===== config.mk =====
export PLATFORM = sky130hd
export DESIGN_NAME = phys_reg_free_list
export DESIGN_NICKNAME = d
export VERILOG_FILES = /design/src/rtl/phys_reg_free_list.sv
export SDC_FILE = /design/constraint.sdc
export NUM_CORES = 1
export LEC_CHECK = 0
export CORE_MARGIN = 5
export CORE_UTILIZATION = 35
export CTS_BUF_LIST = sky130_fd_sc_hd__clkbuf_4 sky130_fd_sc_hd__clkbuf_8 sky130_fd_sc_hd__clkbuf_16
export CTS_CLUSTER_DIAMETER = 50
export DETAILED_ROUTE_END_ITERATION = 6
export HOLD_SLACK_MARGIN = 0.15
export PLACE_DENSITY = 0.58
export SYNTH_ARGS = -nofsm -noshare
export SYNTH_HDL_FRONTEND = slang
export SYNTH_SLANG_ARGS = --single-unit

===== constraint.sdc =====
create_clock -name clk -period 2.99 [get_ports clk]
set_input_delay 0.897 -clock clk [delete_from_list [all_inputs] [get_ports clk]]
set_output_delay 0.897 -clock clk [all_outputs]
set_load 0.1 [all_outputs]

===== src/rtl/phys_reg_free_list.sv =====
// Rename-stage physical register free list: circular FIFO with a speculative head,
// a commit head and a one-cycle flush rollback. Optional stats via FREELIST_STATS_EN.
module phys_reg_free_list #(
  parameter  int NUM_PREGS = 64,
  parameter  int NUM_AREGS = 32,
  localparam int PREG_W    = $clog2(NUM_PREGS),
  localparam int FL_DEPTH  = NUM_PREGS - NUM_AREGS,
  localparam int PTR_W     = $clog2(FL_DEPTH),
  localparam int CNT_W     = $clog2(FL_DEPTH + 1)
) (
  input  logic              clk,
  input  logic              rst_n,
  input  logic              alloc_req,
  output logic              alloc_ready,
  output logic [PREG_W-1:0] alloc_preg,
  input  logic              commit_valid,
  input  logic [PREG_W-1:0] commit_old_preg,
  input  logic              flush,
  output logic [CNT_W-1:0]  free_count,
`ifdef FREELIST_STATS_EN
  output logic [31:0]       stall_cycles,
  output logic [31:0]       flush_count,
`endif
  output logic              init_done
);

  typedef enum logic {
    S_INIT,
    S_RUN
  } state_e;

  state_e             state_q, state_d;
  logic [PTR_W-1:0]   init_cnt_q, init_cnt_d;
  logic [PTR_W-1:0]   head_q, head_d;
  logic [PTR_W-1:0]   chead_q, chead_d;
  logic [PTR_W-1:0]   tail_q, tail_d;
  logic [CNT_W-1:0]   spec_count_q, spec_count_d;

  logic [PREG_W-1:0]  fl_mem_q [FL_DEPTH];
  logic               mem_we;
  logic [PTR_W-1:0]   mem_waddr;
  logic [PREG_W-1:0]  mem_wdata;

  logic               run;
  logic               alloc_fire;
  logic               commit_fire;

  assign run         = (state_q == S_RUN);
  assign alloc_ready = run & (spec_count_q != '0) & ~flush;
  assign alloc_preg  = fl_mem_q[head_q];
  assign alloc_fire  = alloc_req & alloc_ready;
  assign commit_fire = run & commit_valid;
  assign free_count  = spec_count_q;
  assign init_done   = run;

  always_comb begin
    state_d      = state_q;
    init_cnt_d   = init_cnt_q;
    head_d       = head_q;
    chead_d      = chead_q;
    tail_d       = tail_q;
    spec_count_d = spec_count_q;
    mem_we       = 1'b0;
    mem_waddr    = tail_q;
    mem_wdata    = commit_old_preg;

    unique case (state_q)
      S_INIT: begin
        mem_we     = 1'b1;
        mem_waddr  = init_cnt_q;
        mem_wdata  = PREG_W'(NUM_AREGS) + PREG_W'(init_cnt_q);
        init_cnt_d = init_cnt_q + 1'b1;
        if (init_cnt_q == PTR_W'(FL_DEPTH - 1)) begin
          state_d      = S_RUN;
          spec_count_d = CNT_W'(FL_DEPTH);
          head_d       = '0;
          chead_d      = '0;
          tail_d       = '0;
        end
      end
      S_RUN: begin
        if (commit_fire) begin
          mem_we  = 1'b1;
          tail_d  = tail_q + 1'b1;
          chead_d = chead_q + 1'b1;
        end
        head_d       = head_q + PTR_W'(alloc_fire);
        spec_count_d = spec_count_q + CNT_W'(commit_fire)
                     - CNT_W'(alloc_fire);
        // Rollback uses the post-commit head so a retiring instr stays retired
        if (flush) begin
          head_d       = chead_d;
          spec_count_d = CNT_W'(FL_DEPTH);
        end
      end
      default: state_d = S_INIT;
    endcase
  end

  always_ff @(posedge clk or negedge rst_n) begin
    if (!rst_n) begin
      state_q      <= S_INIT;
      init_cnt_q   <= '0;
      head_q       <= '0;
      chead_q      <= '0;
      tail_q       <= '0;
      spec_count_q <= '0;
    end else begin
      state_q      <= state_d;
      init_cnt_q   <= init_cnt_d;
      head_q       <= head_d;
      chead_q      <= chead_d;
      tail_q       <= tail_d;
      spec_count_q <= spec_count_d;
    end
  end

  always_ff @(posedge clk) begin
    if (mem_we) fl_mem_q[mem_waddr] <= mem_wdata;
  end

`ifdef FREELIST_STATS_EN
  logic [31:0] stall_q, stall_d;
  logic [31:0] flushes_q, flushes_d;

  always_comb begin
    stall_d   = stall_q;
    flushes_d = flushes_q;
    if (run & alloc_req & ~alloc_ready & (stall_q != '1))
      stall_d = stall_q + 32'd1;
    if (run & flush & (flushes_q != '1))
      flushes_d = flushes_q + 32'd1;
  end

  always_ff @(posedge clk or negedge rst_n) begin
    if (!rst_n) begin
      stall_q   <= '0;
      flushes_q <= '0;
    end else begin
      stall_q   <= stall_d;
      flushes_q <= flushes_d;
    end
  end

  assign stall_cycles = stall_q;
  assign flush_count  = flushes_q;
`endif

  a_commit_on_full: assert property (
    @(posedge clk) disable iff (!rst_n)
    commit_fire |-> (spec_count_q != CNT_W'(FL_DEPTH)));

  // Outstanding renames must equal the pointer gap, else commit overtook head
  a_commit_head_order: assert property (
    @(posedge clk) disable iff (!rst_n)
    run |-> (PTR_W'(head_q - chead_q) ==
             PTR_W'(CNT_W'(FL_DEPTH) - spec_count_q)));

endmodule


==> flow_summary_export.csv, run 1 <==
group,metric,value,unit
clock_tree,cts_tree,"built",
clock_tree,clock_latency,0.51,ns
power_and_ir_drop,p_clk_share,25.0,%
status,status,"complete, but fails checks",
synthesis,synth_nets,613,
drt,drt_iter0_drc,305,
power_and_ir_drop,p_int,7290,µW
global_routing,overflow,0,
timing,worst_slew_pin_slew,0.829,ns
power_and_ir_drop,combPwrFrac,41.7,%
power_and_ir_drop,vdd_drop_max,0.847,mV
synthesis,synthFlopType,"edfxtp_1",
drt,routedWlPerCell,19.3,µm
floorplanning,core-area,0.0262,mm²
setup_path,worstSetupPathType,"flop to primary output",
placement,pre_cts_ws,-0.269,ns
placement,hpwl,13.1,mm
global_routing,grt_usage,13.3,%
global_routing,grt_max_degree,49,
floorplanning,die_w,173,µm
worst_hold_path,worstHoldPathType,"flop to flop",
timing,setup_tns,-3.02,ns
flow_run,max_cap_violations,0,
synthesis,synth_top_area_share,61.7,%
synthesis,ys_seq_area_share,68.9,%
placement,routabilityCongestion,0.819,
floorplanning,start_util,35.7,%
clock_tree,numCtsBuffers,24,
setup_path,reg2reg_setup_slack,0.45,ns
timing,finClkSkew,0.0112,ns
floorplanning,dieArea,0.0301,mm²
clock_tree,cts.clk_slew.worst_paths,0.06,ns
synthesis,synth_area_per_cell,15.9,µm²
power_and_ir_drop,leakagePower,0.00420,µW
synthesis,synth-edff-count,192,
finish,drive_gt1_share,26.0,%
finish,fin_util,43.7,%
power_and_ir_drop,netSwitchingFraction,36.5,%
timing,fmax,0.283,GHz
synthesis,yosysUniqueCellTypes,47,
setup_path,end_kind,"primary output",
drt,avgViaCountPerCell,5.11,
setup_path,rr_worst_depth,13,
synthesis,synth.most_common_cell,"edfxtp_1",
timing,setup_violations,6,
finish,diodes,0,
power_and_ir_drop,powerDensity,1000,mW/mm²
setup_path,reg2reg_from,"free_count[2]",
global_routing,grt_pass1_vias,5529,
drt,wl,19.9,mm
clock_tree,clock_sinks,219,
drt,drt.antenna.violating_nets,0,
setup_path,cp.required,2.09,ns
clock_tree,h-tree-depth,1,
power_and_ir_drop,power.switching,4190,µW
timing,hold_viol_final,0,
setup_path,start_kind,"flop",
status,violations,"negative setup slack",
global_routing,grt_pass1_wl,31.8,mm
drt,drc,0,
synthesis,synthArstFlopShare,12.3,%
setup_path,worstPathArrival,2.64,ns
power_and_ir_drop,p_seq_share,33.3,%
synthesis,synth_top_cell_by_area,"edfxtp_1",
floorplanning,die_y,173,µm
drt,drtPass1Iterations,6,
placement,portBuffers,24,
synthesis,ys_seq_elements,219,
global_routing,antenna_found_initial,0,
clock_tree,cts-root-buf,"clkbuf_16",
setup_path,critical_path_peak_fanout,5,
setup_path,cp-startpoint,"head_q[0]",
finish,final_nets,704,
timing,min_period,3.53,ns
clock_tree,cts_max_path_buffers,3,
synthesis,synthTopCellsByArea,"edfxtp_1 62%, dfrtp_1 7.2%, mux2i_1 5.6%",
floorplanning,io_pins,25,
synthesis,synthTopCellsByCount,"192 x edfxtp_1, 52 x mux2i_1, 42 x nand2_1, 40 x nor2_1, 27 x dfrtp_1",
timing,rsz0062_at_grt,"yes",
timing,final_max_slew_viol_count,0,
clock_tree,ctsHoldBuffers,0,
drt,vias,5263,
setup_path,r2r_end,"free_count[4]",
timing,setup_ws,-0.544,ns
synthesis,syn_area,0.00935,mm²
timing,max-slew-margin-rel,44.5,%
setup_path,cp-endpoint,"alloc_preg[0]",
floorplanning,rows,59,
synthesis,ys_warn_count,0,
finish,area_delta_synth_final,22.5,%
synthesis,synthCells,587,
timing,period_share,118,%
[power by group through the flow]
| stage | Sequential [µW] | Clock [µW] | Combinational [µW] |
|---|---|---|---|
| after floorplan | 3970 | 0 | 2980 |
| after global placement | 3860 | 0 | 4450 |
| after detailed placement | 3880 | 0 | 4490 |
| after CTS | 3830 | 2930 | 4830 |
| after global routing | 3860 | 3060 | 5100 |
| final | 3830 | 2870 | 4780 |
[worst max-delay path, stage by stage, from the launching register on]
cell and delay (ns):
dfrtp_2 0.42, buf_4 0.15, buf_12 0.12, buf_4 0.13
mux4_1 0.60, a221oi_2 0.25, buf_4 0.17, nand3_2 0.10
buf_12 0.18
[timing repair]
item,in CTS,in global routing
cloned,3,0
resized for setup,20,6
endpoints found under the setup margin,6,6
pin swaps,6,4
setup buffers,2,2
[layer usage]
metal,share of wire (%),global-route usage [%]
met2,46,20.9
met1,46,19.2
met5,0,0
met4,2.6,3.49
met3,4.9,2.29
[kinds of logic after synthesis]
| kind of cell | share of synthesized area [%] |
|---|---|
| xor+xnor | 1.31 |
| fa+ha+maj | 2.09 |
| flops | 68.9 |
| buf+inv | 2.60 |
| simple gates | 6.88 |
| compound gates | 5.93 |
| mux | 12.3 |
[stage by stage]
stage / hold WS, ns / instances / cell area, µm² / power, µW
2_1_floorplan: 0.471 / 587 / 9470 / 6950
3_3_place_gp: 0.488 / 981 / 10500 / 8310
3_5_place_dp: 0.504 / 981 / 10500 / 8370
6_report: 0.512 / 1030 / 11500 / 11500
5_1_grt: 0.533 / 1030 / 11500 / 12000
4_1_cts: 0.512 / 1029 / 11500 / 11600
[worst min path at each step]
| stage | from | end | slack, ns | cells after the start |
|---|---|---|---|---|
| global placement | chead_q[4] | chead_q[4] | 0.49 | 1 |
| floorplan | chead_q[4] | chead_q[4] | 0.47 | 1 |
| CTS | init_cnt_q[2] | init_cnt_q[2] | 0.51 | 1 |
| global route | init_cnt_q[2] | init_cnt_q[2] | 0.53 | 1 |
| detailed placement | init_cnt_q[2] | init_cnt_q[2] | 0.50 | 1 |
| finish | init_cnt_q[2] | init_cnt_q[2] | 0.51 | 1 |
[cell usage in the layout (no fill, tap or decap), drive strengths merged, types with 12 or more instances in the layout]
cell type	n
edfxtp	192
buf	83
mux2i	52
nand2	42
nor2	40
clkbuf	32
dfrtp	27
nand3	25
mux4	24
a21oi	16
inv	15
ha	14
a22oi	13
o21ai	12
[area by class of cell]
cell class	instances	area, µm²
Fill cell	2291	14700
Sequential cell	219	6450
Multi-Input combinational cell	327	2820
Timing Repair Buffer	93	933
Clock buffer	32	691
Tap cell	335	419
Clock inverter	11	91.3
Inverter	13	48.8
[flip-flops by register name, summed over array words and instances, names as in the netlist]
register    flops
fl_mem_q      192
chead_q         5
head_q          5
init_cnt_q      5
free_count      6
tail_q          5
init_done       1
(Power assumes the default switching activity.)
==> run 2: changes to the inputs <==
CORE_ASPECT_RATIO = 1.25   (was not set)
CTS_CLUSTER_SIZE = 12   (was not set)
PLACE_DENSITY = not set   (was 0.58)
==> flow_summary_export.csv, run 2 (same netlist as run 1, synthesis figures left out) <==
group,metric,value,unit
global_routing,grt_max_degree,52,
clock_tree,cts.clk_slew.worst_paths,0.06,ns
power_and_ir_drop,power,11100,µW
drt,avgViaCountPerCell,5.09,
power_and_ir_drop,vdd_drop_max,0.787,mV
floorplanning,die_y,193,µm
timing,fmax,0.287,GHz
status,violations,"negative setup slack",
clock_tree,cts-root-buf,"clkbuf_16",
drt,drc,0,
power_and_ir_drop,powerDensity,985,mW/mm²
global_routing,antenna_found_initial,0,
timing,period_share,117,%
placement,portBuffers,24,
global_routing,grt_pass1_wl,30.9,mm
worst_hold_path,worstHoldPathType,"flop to flop",
global_routing,grt.met1_usage,16.3,%
setup_path,worstSetupPathType,"flop to primary output",
setup_path,end_kind,"primary output",
floorplanning,io_pins,25,
drt,wl,19.7,mm
flow_run,max_cap_violations,0,
status,status,"complete, but fails checks",
global_routing,grt_pass1_vias,5449,
clock_tree,h-tree-depth,1,
finish,fin_area,0.0113,mm²
timing,finClkSkew,0.0117,ns
global_routing,grtUsageMet2,23.7,%
timing,worst_slew_pin_slew,0.962,ns
finish,final_cell_mix,"192 x edfxtp_1, 61 x buf_4, 52 x mux2i_1",
drt,routedWlPerCell,19.2,µm
timing,final_max_slew_viol_count,0,
drt,vias,5227,
clock_tree,numCtsBuffers,24,
clock_tree,cts_max_path_buffers,3,
finish,top_register,"fl_mem_q",
finish,largest_register_ffs,192,
drt,drtPass1Iterations,5,
placement,hpwl,13.0,mm
global_routing,grt_usage,13.2,%
clock_tree,cts_tree,"built",
placement,placed_cell_area,0.0105,mm²
timing,setup_ws,-0.494,ns
finish,drive_gt1_share,25.0,%
timing,hold_viol_final,0,
drt,drt_iter0_drc,277,
finish,layout_commonest_cell,"edfxtp_1",
setup_path,start_kind,"flop",
timing,rsz0062_at_grt,"yes",
setup_path,critical_path_peak_fanout,10,
timing,min_period,3.48,ns
finish,final_nets,695,
drt,drt.antenna.violating_nets,0,
setup_path,worstPathArrival,2.59,ns
placement,routabilityCongestion,0.817,
setup_path,cp.required,2.09,ns
floorplanning,core-area,0.0266,mm²
timing,setup_tns,-2.52,ns
finish,area_delta_synth_final,21.0,%
clock_tree,clock_sinks,219,
clock_tree,clock_latency,0.49,ns
global_routing,met3_usage,1.88,%
power_and_ir_drop,leakagePower,0.00411,µW
floorplanning,die_w,156,µm
floorplanning,dieArea,0.0301,mm²
timing,setup_violations,6,
floorplanning,start_util,35.2,%
timing,max-slew-margin-rel,35.8,%
global_routing,overflow,0,
global_routing,busiest_layer,"met2",
floorplanning,rows,67,
finish,diodes,0,
run 2: cell count changes in the layout (fill, tap and decap cells not counted), sizes merged:
| cell | previous run | this run |
|---|---|---|
| bufinv | 1 | 0 |
| clkinv | 7 | 1 |
| clkbuf | 32 | 33 |
| clkinvlp | 1 | 2 |
| buf | 83 | 74 |
run 2: metal layers:
| layer | vias up | part of all wire [%] |
|---|---|---|
| li1 | 2434 | - |
| met2 | 114 | 53 |
| met4 | 0 | 2.6 |
| met3 | 31 | 3.6 |
| met1 | 2648 | 41 |
| met5 | - | 0 |
run 2: repair_timing:
| action | CTS | global route |
|---|---|---|
| buffers inserted | 2 | 2 |
| pin swaps | 5 | 7 |
| hold buffers | 0 | 0 |
| resized for setup | 12 | 12 |
| setup endpoints to repair | 6 | 6 |
| cloned | 1 | 0 |
run 2: layout make-up:
type                       instances  area [µm²]
multi-input combinational        327        2840
tap                              345         432
clock buffer                      33         686
clock inverter                     5        42.5
sequential                       219        6450
inverter                          13        48.8
timing repair buffer              84         810
fill                            2322       15300
run 2: stage by stage:
| stage | utilization, % | cells | hold WS [ns] | setup slack, ns |
|---|---|---|---|---|
| global placement | 39.4 | 984 | 0.484 | -0.200 |
| detailed placement | 39.4 | 984 | 0.491 | -0.252 |
| CTS | 42.4 | 1025 | 0.505 | -0.548 |
| global route | 42.6 | 1026 | 0.538 | -0.563 |
| floorplan | - | 587 | 0.471 | -0.498 |
| finish | 42.6 | 1026 | 0.504 | -0.494 |
run 2: path summary, 6_finish.rpt:
path,startpoint,to,slack [ns],depth (start not counted)
max reg2reg,free_count[2],free_count[4],0.45,13
min reg2reg,chead_q[4],chead_q[4],0.50,1
max,head_q[0],alloc_preg[5],-0.49,7
min in group asynchronous,rst_n,init_done,0.83,1
min,chead_q[4],chead_q[4],0.50,1
max in group asynchronous,rst_n,init_cnt_q[1],1.51,2
run 2: worst max-delay path, stage by stage, from the launching register on:
cell      delay (ns)
dfrtp_2         0.42
buf_12          0.17
mux4_2          0.53
a22o_1          0.29
a221oi_2        0.25
buf_4           0.18
nand3_4         0.08
buf_12          0.17
run 2: power by group:
| group | switching, µW | total (µW) | internal [µW] | leakage, µW |
|---|---|---|---|---|
| logic | 2740 | 4620 | 1870 | 0.00169 |
| clock network | 1090 | 2700 | 1600 | 0.000361 |
| registers | 248 | 3840 | 3590 | 0.00206 |
